`config.mk`:
```
export PLATFORM = sky130hd
export DESIGN_NAME = temp_window_stats
export DESIGN_NICKNAME = d
export VERILOG_FILES = /design/src/rtl/temp_stats_pkg.sv /design/src/rtl/temp_window_ram.sv /design/src/rtl/temp_window_stats.sv
export SDC_FILE = /design/constraint.sdc
export NUM_CORES = 1
export LEC_CHECK = 0
export ABC_AREA = 1
export BUFFER_PORTS_ARGS = -buffer_cell sky130_fd_sc_hd__buf_4
export CORE_MARGIN = 2
export CORE_UTILIZATION = 61
export DETAILED_ROUTE_END_ITERATION = 10
export PLACE_DENSITY = 0.8
export RECOVER_POWER = 50
export REMOVE_ABC_BUFFERS = 1
export SETUP_SLACK_MARGIN = 0.5
export SYNTH_ARGS = -nofsm -noshare
export SYNTH_HDL_FRONTEND = slang
export SYNTH_SLANG_ARGS = --single-unit
```
`constraint.sdc`:
```
create_clock -name clk -period 3.5 [get_ports clk]
set_input_delay 0.35 -clock clk [delete_from_list [all_inputs] [get_ports clk]]
set_output_delay 0.35 -clock clk [all_outputs]
set_load 0.005 [all_outputs]
```
`src/rtl/temp_stats_pkg.sv`:
```
// Shared definitions for the temperature window statistics block:
// FSM encoding, default geometry and the min_out reset pattern.
package temp_stats_pkg;

   typedef enum logic [2:0] {
      StIdle,
      StWrite,
      StScan,
      StDiv,
      StDone
   } state_e;

   localparam int unsigned DefDataW = 8;
   localparam int unsigned DefDepth = 10;

   // min_out resets to all ones: every bit takes this value
   localparam logic MinRstBit = 1'b1;

endpackage

```
`src/rtl/temp_window_ram.sv`:
```
// Inferred single-port sample RAM: synchronous write, registered 1-cycle read.
module temp_window_ram
   import temp_stats_pkg::*;
#(
   parameter int unsigned DATA_W = DefDataW,
   parameter int unsigned DEPTH  = DefDepth,
   localparam int unsigned ADDR_W = $clog2(DEPTH)
) (
   input  logic              clk_i,
   input  logic              we_i,
   input  logic [ADDR_W-1:0] addr_i,
   input  logic [DATA_W-1:0] wdata_i,
   output logic [DATA_W-1:0] rdata_o
);

   logic [DATA_W-1:0] mem_q [DEPTH];

   always_ff @(posedge clk_i) begin
      if (we_i) begin
         mem_q[addr_i] <= wdata_i;
      end
      rdata_o <= mem_q[addr_i];
   end

endmodule

```
`src/rtl/temp_window_stats.sv`:
```
// Sliding-window temperature statistics: stores samples in a circular RAM and,
// after every accepted sample, scans the window for sum/max/min and divides for the average.
module temp_window_stats
   import temp_stats_pkg::*;
#(
   parameter int unsigned DATA_W = DefDataW,
   parameter int unsigned DEPTH  = DefDepth,
   localparam int unsigned ADDR_W = $clog2(DEPTH),
   localparam int unsigned SUM_W  = DATA_W + $clog2(DEPTH + 1)
) (
   input  logic              clk,
   input  logic              rst,
   input  logic              clear,
   input  logic              in_valid,
   input  logic [DATA_W-1:0] in_data,
   output logic              in_ready,
   output logic              busy,
   output logic              stats_valid,
   output logic [SUM_W-1:0]  sum_out,
   output logic [DATA_W-1:0] avg_out,
   output logic [DATA_W-1:0] max_out,
   output logic [DATA_W-1:0] min_out,
   output logic [ADDR_W:0]   fill_count
);

   localparam int unsigned FillW = ADDR_W + 1;
   localparam int unsigned CntW  = $clog2(SUM_W);

   localparam logic [FillW-1:0]  FillMax = FillW'(DEPTH);
   localparam logic [ADDR_W-1:0] PtrMax  = ADDR_W'(DEPTH - 1);
   localparam logic [CntW-1:0]   DivLast = CntW'(SUM_W - 1);
   localparam logic [DATA_W-1:0] MinRst  = {DATA_W{MinRstBit}};

   state_e            state_q, state_d;
   logic [ADDR_W-1:0] wr_ptr_q, wr_ptr_d;
   logic [FillW-1:0]  fill_q, fill_d;
   logic [DATA_W-1:0] sample_q, sample_d;
   logic [FillW-1:0]  scan_cnt_q, scan_cnt_d;
   logic              rd_vld_q, rd_vld_d;
   logic              first_q, first_d;
   logic [SUM_W-1:0]  acc_sum_q, acc_sum_d;
   logic [DATA_W-1:0] acc_max_q, acc_max_d;
   logic [DATA_W-1:0] acc_min_q, acc_min_d;
   logic [SUM_W-1:0]  dq_q, dq_d;
   logic [FillW-1:0]  rem_q, rem_d;
   logic [CntW-1:0]   div_cnt_q, div_cnt_d;
   logic [SUM_W-1:0]  sum_out_q, sum_out_d;
   logic [DATA_W-1:0] avg_q, avg_d;
   logic [DATA_W-1:0] max_q, max_d;
   logic [DATA_W-1:0] min_q, min_d;

   logic              ram_we;
   logic [ADDR_W-1:0] ram_addr;
   logic [DATA_W-1:0] ram_rdata;
   logic [FillW:0]    trial;

   temp_window_ram #(
      .DATA_W(DATA_W),
      .DEPTH (DEPTH)
   ) u_ram (
      .clk_i  (clk),
      .we_i   (ram_we & ~rst),
      .addr_i (ram_addr),
      .wdata_i(sample_q),
      .rdata_o(ram_rdata)
   );

   always_comb begin
      state_d    = state_q;
      wr_ptr_d   = wr_ptr_q;
      fill_d     = fill_q;
      sample_d   = sample_q;
      scan_cnt_d = scan_cnt_q;
      rd_vld_d   = 1'b0;
      first_d    = first_q;
      acc_sum_d  = acc_sum_q;
      acc_max_d  = acc_max_q;
      acc_min_d  = acc_min_q;
      dq_d       = dq_q;
      rem_d      = rem_q;
      div_cnt_d  = div_cnt_q;
      sum_out_d  = sum_out_q;
      avg_d      = avg_q;
      max_d      = max_q;
      min_d      = min_q;
      ram_we     = 1'b0;
      ram_addr   = wr_ptr_q;
      // Restoring division: shift the next dividend bit into the partial remainder
      trial      = {rem_q, dq_q[SUM_W-1]};

      unique case (state_q)
         StIdle: begin
            if (in_valid) begin
               sample_d = in_data;
               state_d  = StWrite;
            end
         end
         StWrite: begin
            ram_we     = 1'b1;
            wr_ptr_d   = (wr_ptr_q == PtrMax) ? '0 : wr_ptr_q + 1'b1;
            if (fill_q != FillMax) begin
               fill_d = fill_q + 1'b1;
            end
            scan_cnt_d = '0;
            first_d    = 1'b1;
            acc_sum_d  = '0;
            state_d    = StScan;
         end
         StScan: begin
            if (scan_cnt_q != fill_q) begin
               ram_addr   = scan_cnt_q[ADDR_W-1:0];
               rd_vld_d   = 1'b1;
               scan_cnt_d = scan_cnt_q + 1'b1;
            end
            if (rd_vld_q) begin
               acc_sum_d = acc_sum_q + SUM_W'(ram_rdata);
               if (first_q || (ram_rdata > acc_max_q)) begin
                  acc_max_d = ram_rdata;
               end
               if (first_q || (ram_rdata < acc_min_q)) begin
                  acc_min_d = ram_rdata;
               end
               first_d = 1'b0;
            end
            if (scan_cnt_q == fill_q) begin
               dq_d      = acc_sum_d;
               rem_d     = '0;
               div_cnt_d = '0;
               state_d   = StDiv;
            end
         end
         StDiv: begin
            if (trial >= {1'b0, fill_q}) begin
               rem_d = trial[FillW-1:0] - fill_q;
               dq_d  = {dq_q[SUM_W-2:0], 1'b1};
            end else begin
               rem_d = trial[FillW-1:0];
               dq_d  = {dq_q[SUM_W-2:0], 1'b0};
            end
            div_cnt_d = div_cnt_q + 1'b1;
            // Publish on entry to DONE so the outputs are fresh while stats_valid is high
            if (div_cnt_q == DivLast) begin
               sum_out_d = acc_sum_q;
               avg_d     = dq_d[DATA_W-1:0];
               max_d     = acc_max_q;
               min_d     = acc_min_q;
               state_d   = StDone;
            end
         end
         StDone: begin
            state_d = StIdle;
         end
         default: begin
            state_d = StIdle;
         end
      endcase

      if (clear) begin
         state_d   = StIdle;
         wr_ptr_d  = '0;
         fill_d    = '0;
         sum_out_d = '0;
         avg_d     = '0;
         max_d     = '0;
         min_d     = MinRst;
         ram_we    = 1'b0;
      end
   end

   always_ff @(posedge clk) begin
      if (rst) begin
         state_q    <= StIdle;
         wr_ptr_q   <= '0;
         fill_q     <= '0;
         sample_q   <= '0;
         scan_cnt_q <= '0;
         rd_vld_q   <= 1'b0;
         first_q    <= 1'b0;
         acc_sum_q  <= '0;
         acc_max_q  <= '0;
         acc_min_q  <= '0;
         dq_q       <= '0;
         rem_q      <= '0;
         div_cnt_q  <= '0;
         sum_out_q  <= '0;
         avg_q      <= '0;
         max_q      <= '0;
         min_q      <= MinRst;
      end else begin
         state_q    <= state_d;
         wr_ptr_q   <= wr_ptr_d;
         fill_q     <= fill_d;
         sample_q   <= sample_d;
         scan_cnt_q <= scan_cnt_d;
         rd_vld_q   <= rd_vld_d;
         first_q    <= first_d;
         acc_sum_q  <= acc_sum_d;
         acc_max_q  <= acc_max_d;
         acc_min_q  <= acc_min_d;
         dq_q       <= dq_d;
         rem_q      <= rem_d;
         div_cnt_q  <= div_cnt_d;
         sum_out_q  <= sum_out_d;
         avg_q      <= avg_d;
         max_q      <= max_d;
         min_q      <= min_d;
      end
   end

   assign in_ready    = (state_q == StIdle);
   assign busy        = ~in_ready;
   assign stats_valid = (state_q == StDone);
   assign sum_out     = sum_out_q;
   assign avg_out     = avg_q;
   assign max_out     = max_q;
   assign min_out     = min_q;
   assign fill_count  = fill_q;

endmodule

```
==> impl_metrics.ini <==
[routing]
avgViaCountPerCell = 5.63
drc = 0
first_iter_violations = 568
vias = 7445
ant_nets = 0
routed_wl_um = 20700
drt_pass1_iterations = 5
avgRoutedWirePerCell_um = 15.7

[global_routing]
use_met1_pct = 34.1
grt_start_max_net_pins = 47
gr-usage-met3_pct = 5.53
grt_antenna_before_repair = 0
grt_pass1_vias = 6852
grt_pass1_wl_um = 33500
overflow = 0
busiest_layer = met2
grtUsageMet2_pct = 44.8
grt.total_usage_pct = 26.5

[cts]
cts_inserted_buffers = 17
clock_latency_ns = 0.44
hold_buffers = 0
ctsRootBufferMaster = clkbuf_16
postCtsSetupBuffers = 0
cts_buffer_depth = 2
postCtsResizedCells = 0
cts-htree-levels = 4
clock-sinks = 200
tritoncts = yes
path_clk_slew_ns = 0.07

[final_layout]
layout.cells.non_filler = 1322
fillers = 1168
fin_nets = 1171
antenna_cells = 0
drive_gt1_share_pct = 12.4
area_delta_synth_final_pct = 12.3

[floorplanning]
num_rows = 44
ios = 56
chipHeight_um = 127
die_w_um = 127
dieArea_um2 = 16100
core_area_um2 = 14600
start_util_pct = 62.7

[placed_design]
gp_congestion = 0.873
dp_slack_ns = 0.549
portBuffers = 55
place_inst = 1290
dp_hpwl_um = 14100

[logic_synthesis]
postSynthAreaPerCell_um2 = 8.48
yosysTopAreaCellShare_pct = 26.2
async_flop_share_pct = 0
ys_ff_latch = 200
ys_top_cells_by_area = dfxtp_1, edfxtp_1, nand2_1, a21oi_1, nand3_1
yosysTopAreaCell = dfxtp_1
synth_edf_count = 80
synth_cell_type_count = 45
syn_area_um2 = 9180
synth_flop_cell = dfxtp_1
ys_seq_area_share_pct = 52.3
synthCells = 1083
yosysWarnings = 0

[sta]
finalSetupTns_ns = 0
slew_headroom_pct = 15.1
worst_slack_ns = 0.606
rsz0062_at_grt = yes
final-max-slew-violation-count = 0
worstMarginPinSlew_ns = 1.27
finalCriticalPeriod_ns = 2.89
post-route-period-util_pct = 82.7
fmax_ghz = 0.345
hold_viol_final = 0
setup_viol = 0
fin_skew_ns = 0.0106

[power]
ir_drop_v = 0.000356
leakage_nw = 4.18
p_per_area_nw_per_um2 = 447

[min_path]
hp-class = in -> reg
hold_path_startpoint = in_data[0]
min_path_cells = 3
min_to = sample_q[0]

[setup_path]
r2r_setup_slack_ns = 0.61
critPathCaptureType = flop
r2r-start = state_q[1]
r2r-end = sum_out[4]
crit_path_top_delay_cell = clkbuf_1
crit_fanout = 27
arrival_ns = 3.26
critPathLaunchType = flop
path_class = reg -> reg
crit_chain = inv_1 > nor2_1 > nand2_1 > inv_1 > nand2_1 > clkbuf_1 > o21ai_0 > nor2_1
slowest_delay_ns = 0.95
required_ns = 3.87
r2r.worst_path.cells = 8

[run]
drv_cap = 0

[outcome]
status = finished, final reports clean
## worst max-delay path: cells and delay by family, from the launching register on
family / cells / cell delay [ns]
compound gates: 1 / 0.20
simple gates: 4 / 0.91
buf+inv: 3 / 1.37
flops: 1 / 0.34
## cells in the mapped netlist, types with 4 or more instances
cell,instances
a21oi_1,107
buf_6,4
clkbuf_1,25
dfxtp_1,120
o211ai_1,11
nand3_2,4
nor3_1,13
nand3_1,96
buf_2,12
ha_1,32
o21ai_0,77
nand2_1,272
edfxtp_1,80
inv_2,8
xor2_1,5
nor2_1,74
inv_1,81
a211oi_1,5
or2_2,13
nand2_2,5
## metrics by stage
stage	total power [mW]	hold slack, ns	util [%]	area, um2
after detailed placement	2.70	0.462	66.3	9700
after global placement	2.70	0.456	66.3	9700
after floorplan	2.62	0.419	-	8960
final	4.61	0.190	70.4	10300
after global routing	4.75	0.200	70.4	10300
after CTS	4.64	0.179	70.3	10300
## layout make-up
type                    count  area (um2)  share of cell area [%]
flip-flops and latches    200        4800                    46.6
multi-input cells         747        3830                    37.1
repair buffers             68         503                    4.88
clock buffers              19         454                    4.41
inverters                  91         347                    3.36
well taps                 184         230                    2.23
clock inverters            13         143                    1.38
## metal layers
metal | part of all wire [%] | up-vias
met5 | 0 | -
met2 | 49 | 225
met1 | 43 | 3460
met4 | 2.7 | 0
met3 | 5.1 | 49
li1 | - | 3711
## layout by cell type, fill, tap and decap left out, drive strengths merged, types with 15 or more instances in the layout
cell,n
clkbuf,61
nor2,79
a21oi,107
nand3,100
ha,32
o21ai,81
edfxtp,80
buf,26
nand2,280
inv,94
nor3,15
dfxtp,120
## how the worst max path moves through the flow
| stage | from | endpoint |
|---|---|---|
| 2_1_floorplan | clear | u_ram.mem_q[7][0] |
| 3_3_place_gp | fill_count[1] | u_ram.mem_q[5][1] |
| 3_5_place_dp | fill_count[1] | u_ram.mem_q[1][6] |
| 4_1_cts | fill_count[1] | u_ram.mem_q[1][6] |
| 5_1_grt | fill_count[1] | u_ram.mem_q[9][6] |
| 6_report | state_q[1] | sum_out[4] |
## power by group
part           switching [mW]  leakage [nW]  total [mW]  internal [mW]
Sequential             0.0347          1.69        2.47           2.44
Clock                   0.862         0.281        1.96           1.10
Combinational           0.121          2.21       0.179         0.0582
## flip-flops by register name, summed over array words and instances (netlist names)
signal,flops
max_out,8
wr_ptr_q,4
div_cnt_q,4
rd_vld_q,1
sum_out,12
sample_q,8
avg_out,8
first_q,1
min_out,8
acc_min_q,8
acc_sum_q,12
u_ram.rdata_o,8
acc_max_q,8
rem_q,5
scan_cnt_q,5
state_q,3
dq_q,12
fill_count,5
u_ram.mem_q,80
## kinds of logic (layout without fill, tap and decap cells)
logic type,count (synthesis),in the layout,share of synthesized area (%)
compound gates,216,216,12.7
xor+xnor,7,7,0.668
fa+ha+maj,34,34,4.80
buf+inv,136,191,6.23
flops,200,200,52.3
simple gates,490,490,23.3
Power figures use the tool's default switching activity.
